--- config.mk ---
export PLATFORM = sky130hd
export DESIGN_NAME = pipe_stage_hs
export DESIGN_NICKNAME = d
export VERILOG_FILES = /design/src/rtl/pipe_stage_hs.sv
export SDC_FILE = /design/constraint.sdc
export NUM_CORES = 1
export LEC_CHECK = 0
export ABC_AREA = 1
export CORE_ASPECT_RATIO = 2
export CORE_MARGIN = 1
export CORE_UTILIZATION = 58
export CTS_CLUSTER_SIZE = 24
export DETAILED_ROUTE_END_ITERATION = 7
export GPL_TIMING_DRIVEN = 1
export PLACE_DENSITY = 0.86
export RECOVER_POWER = 50
export SYNTH_ARGS = -nofsm -noshare
export SYNTH_HDL_FRONTEND = slang
export SYNTH_SLANG_ARGS = --single-unit
--- constraint.sdc ---
create_clock -name clk -period 3.2 [get_ports clk]
set_input_delay 0.64 -clock clk [delete_from_list [all_inputs] [get_ports clk]]
set_output_delay 0.64 -clock clk [all_outputs]
set_load 0.05 [all_outputs]
--- src/rtl/pipe_stage_hs.sv ---
// Valid/ready pipeline register with a 2-entry skid buffer carrying a control field and an opaque payload.
// Latency 1 cycle; in_ready is registered (deasserts only when both entries hold data), throughput 1/cycle.
// Optional trace of handshakes and flushes is enabled by defining PIPE_STAGE_HS_TRACE_EN.
module pipe_stage_hs #(
    parameter int DATA_W   = 128,
    parameter int CTRL_W   = 32,
    parameter int STAGE_ID = 0
) (
    input  logic              clk,
    input  logic              rst,
    input  logic              flush,
    input  logic              in_valid,
    output logic              in_ready,
    input  logic [CTRL_W-1:0] in_ctrl,
    input  logic [DATA_W-1:0] in_data,
    output logic              out_valid,
    input  logic              out_ready,
    output logic [CTRL_W-1:0] out_ctrl,
    output logic [DATA_W-1:0] out_data,
    output logic [1:0]        occupancy
);

    typedef enum logic [1:0] {
        EMPTY = 2'd0,
        BUSY  = 2'd1,
        FULL  = 2'd2
    } state_t;

    typedef struct packed {
        logic [CTRL_W-1:0] ctrl;
        logic [DATA_W-1:0] data;
    } entry_t;

    state_t state, state_nxt;
    entry_t main_q, skid_q, main_nxt, skid_nxt, incoming;
    logic   in_fire, out_fire;

    assign in_fire  = in_valid & in_ready;
    assign out_fire = out_valid & out_ready;
    assign incoming = '{ctrl: in_ctrl, data: in_data};

    assign out_ctrl = main_q.ctrl;
    assign out_data = main_q.data;

    always_comb begin
        state_nxt = state;
        main_nxt  = main_q;
        skid_nxt  = skid_q;
        if (flush) begin
            // A same-cycle input is dropped; both entries are discarded.
            state_nxt = EMPTY;
            main_nxt  = '0;
            skid_nxt  = '0;
        end else begin
            case (state)
                EMPTY: begin
                    if (in_fire) begin
                        main_nxt  = incoming;
                        state_nxt = BUSY;
                    end
                end
                BUSY: begin
                    if (in_fire && out_fire) begin
                        main_nxt = incoming;
                    end else if (in_fire) begin
                        skid_nxt  = incoming;
                        state_nxt = FULL;
                    end else if (out_fire) begin
                        main_nxt  = '0;
                        state_nxt = EMPTY;
                    end
                end
                FULL: begin
                    if (out_fire) begin
                        main_nxt  = skid_q;
                        skid_nxt  = '0;
                        state_nxt = BUSY;
                    end
                end
                default: begin
                    state_nxt = EMPTY;
                    main_nxt  = '0;
                    skid_nxt  = '0;
                end
            endcase
        end
    end

    // Flags are registered from the next state so no output depends combinationally on inputs.
    always_ff @(posedge clk or negedge rst) begin
        if (!rst) begin
            state     <= EMPTY;
            main_q    <= '0;
            skid_q    <= '0;
            out_valid <= 1'b0;
            in_ready  <= 1'b1;
            occupancy <= 2'd0;
        end else begin
            state     <= state_nxt;
            main_q    <= main_nxt;
            skid_q    <= skid_nxt;
            out_valid <= (state_nxt != EMPTY);
            in_ready  <= (state_nxt != FULL);
            occupancy <= state_nxt;
        end
    end

`ifdef PIPE_STAGE_HS_TRACE_EN
    always_ff @(posedge clk) begin
        if (rst && out_fire) begin
            $display("stage %0d out ctrl=%h data=%h", STAGE_ID, out_ctrl, out_data);
        end
        if (rst && flush) begin
            $display("stage %0d flush occ=%0d", STAGE_ID, occupancy);
        end
    end
`else
    logic unused_stage_id;
    assign unused_stage_id = (STAGE_ID != 0);
`endif

endmodule

==> out/metrics.yaml <==
global_route:
  grt_first_pass_wirelength_mm: 95.8
  grt_pass1_vias: 19400
  grt_start_max_net_pins: 205
  antenna_found_initial: 16
  grt_use_total_pct: 36.0
  overflow: 0
cts:
  htreeDepth: 1
  post-cts-setup-buffer-count: 0
  hold_buffers: 0
  ctsResizeCount: 0
  clk-insertion-delay-late_ns: 0.57
  cts_sinks: 324
  cts_tree: "done"
  clock_path_buffers: 3
  clk_pin_slew_ns: 0.07
  cts_buffers: 30
  cts_root_buf: "clkbuf_16"
timing:
  post-route-period-util_pct: 90.5
  rsz0062_at_grt: "false"
  max_freq_ghz: 0.345
  slew_headroom_pct: -7.71
  slew_violations: 263
  period_needed_ns: 2.89
  worst_hold_slack_ns: 0.452
  hold_viol_final: 0
  setup-violations-final: 0
  fin_tns_setup_ns: 0
  skew_ns: 0.0179
  tightest_slew_ns: 1.62
power:
  p_comb_share_pct: 32.2
  finalPower_mw: 12.7
  pwr-share-clk_pct: 29.8
  internal-power_mw: 7.90
  p_per_area_mw_per_mm2: 543
  net-switching-power_mw: 4.78
  swShare_pct: 37.7
  p_leak_nw: 12.5
  irDropWorstVdd_mv: 0.559
  seqPwrFrac_pct: 38.0
hold_path:
  hold_class: "in -> async"
critical_path:
  slowest_stage: "clkdlybuf4s50_1"
  endpoint_kind: "output pin"
  worstSetupStartpointType: "flip-flop"
  reg2reg_slack_ns: 0.33
  cp.required_ns: 2.56
  r2r-start: "state[1]"
  r2r_cells: 8
  crit_type: "reg -> out"
  arrival_ns: 2.25
  crit_chain: "clkdlybuf4s50_1"
  timing.rr.end: "out_data[79]"
  crit_path_max_incr_delay_ns: 0.93
  crit_fanout: 29
  crit_family: "buffers and inverters"
  path_buf_inv: 1
synth:
  synth_area_leader_cell: "dfrtp_1"
  ys_top_cells_by_area: "dfrtp_1, nand2_1, nand3_1, inv_1, nor3_1"
  synth_seq_area_share_pct: 42.7
  syn_inst: 2983
  syn_nets: 3148
  syn_avg_cell_area_sq_um: 6.37
  yosysUniqueCellTypes: 20
  synth-seq-cells: 324
  synth_area_sq_mm: 0.0190
  yosysTopAreaCellShare_pct: 42.5
  synth_warnings: 0
layout:
  final_cell_count_no_fill: 3607
  layout.nets: 3309
  drive_gt1_share_pct: 2.81
  layout_commonest_cell: "nand2_1"
  multi_input_area_sq_mm: 0.00879
  nFillCells: 2612
  final_cell_mix: "nand2_1, clkdlybuf4s50_1, inv_1"
  register_area_sq_mm: 0.00811
  syn2layout_area_growth_pct: 22.9
  design_area_sq_mm: 0.0234
place:
  post_dp_cell_area_sq_mm: 0.0224
  dpl.hpwl_mm: 35.3
  gp_congestion: 0.891
  port-buffer-count: 328
  post-place-cells: 3539
floorplanning:
  die_h_microns: 258
  start_util_pct: 59.0
  dieArea_sq_mm: 0.0335
  core_area_sq_mm: 0.0322
  die_w_microns: 130
  rows: 93
  pin_count: 329
status:
  violations: "max-capacitance violations, max-slew violations"
  outcome: "complete, but fails checks"
routing:
  drt_iter0_markers: 1987
  routed_wl_mm: 59.3
  vias: 19800
  drc: 0
  wl_per_cell_microns: 16.4
  viasPerCell: 5.48
  drt.antenna.violating_nets: 0
  first_pass_iters: 6
job:
  drv_cap: 1
per-stage QoR:
step	setup slack (ns)	utilization (%)
2_1_floorplan	1.26	-
6_report	0.305	72.5
4_1_cts	0.426	72.5
3_3_place_gp	0.619	69.4
5_1_grt	0.219	72.5
3_5_place_dp	0.535	69.4
final cells by class:
cell class              instances  area share (%)
flip-flops and latches        324            34.7
diodes                         15           0.161
clock inverters                10           0.546
well taps                     427            2.29
clock buffers                  43            3.81
inverters                     326            5.27
repair buffers                355            15.6
multi-input cells            2107            37.6
kinds of logic (layout without fill, tap and decap cells):
group / after synthesis / after routing / share of synthesized area (%)
DFF: 324 / 324 / 42.7
buffers and inverters: 552 / 734 / 11.3
other: 0 / 15 / 0
and+or+nand+nor: 1944 / 1944 / 41.7
AOI/OAI and AO/OA: 163 / 163 / 4.31
sequential cells by signal, indices dropped and copies added, names as in the netlist:
register / cells
skid_q: 160
out_data: 128
out_ctrl: 32
in_ready: 1
state: 2
out_valid: 1
metal layers:
metal  wire (microns)  share of wire, %  vias up  GRT usage, %
li1                 -                 -     9463             -
met1            21100                36     9157          41.1
met2            29400                50      937          60.1
met3             5100               8.6      195          6.98
met4             3670               6.2        2          24.6
met5               13             0.022        -             0
cell usage after synthesis (all sizes together):
| master | count |
|---|---|
| buf | 72 |
| clkbuf | 154 |
| dfrtp | 323 |
| dfstp | 1 |
| inv | 326 |
| nand2 | 1292 |
| nand3 | 323 |
| nand4 | 2 |
| nor2 | 166 |
| nor3 | 160 |
| o21ai | 163 |
| or2 | 1 |
how the worst max path moves through the flow:
| stage | startpoint | to | slack (ns) | depth (start not counted) |
|---|---|---|---|---|
| floorplan | out_valid | out_ctrl[29] | 1.26 | 8 |
| global placement | out_ready | skid_q[99] | 0.62 | 8 |
| detailed placement | out_ready | skid_q[15] | 0.54 | 8 |
| CTS | state[1] | occupancy[1] | 0.43 | 1 |
| finish | state[1] | occupancy[1] | 0.31 | 1 |
| global route | state[1] | out_data[20] | 0.22 | 8 |
power groups by stage:
stage	Clock (mW)	Combinational, mW	Sequential [mW]
floorplan	0	1.65	5.81
global placement	0	3.99	4.86
detailed placement	0	4.07	4.88
CTS	3.82	4.09	4.81
global route	3.98	4.40	4.86
finish	3.77	4.09	4.82
Note: power is estimated with default switching activity, not from simulation.
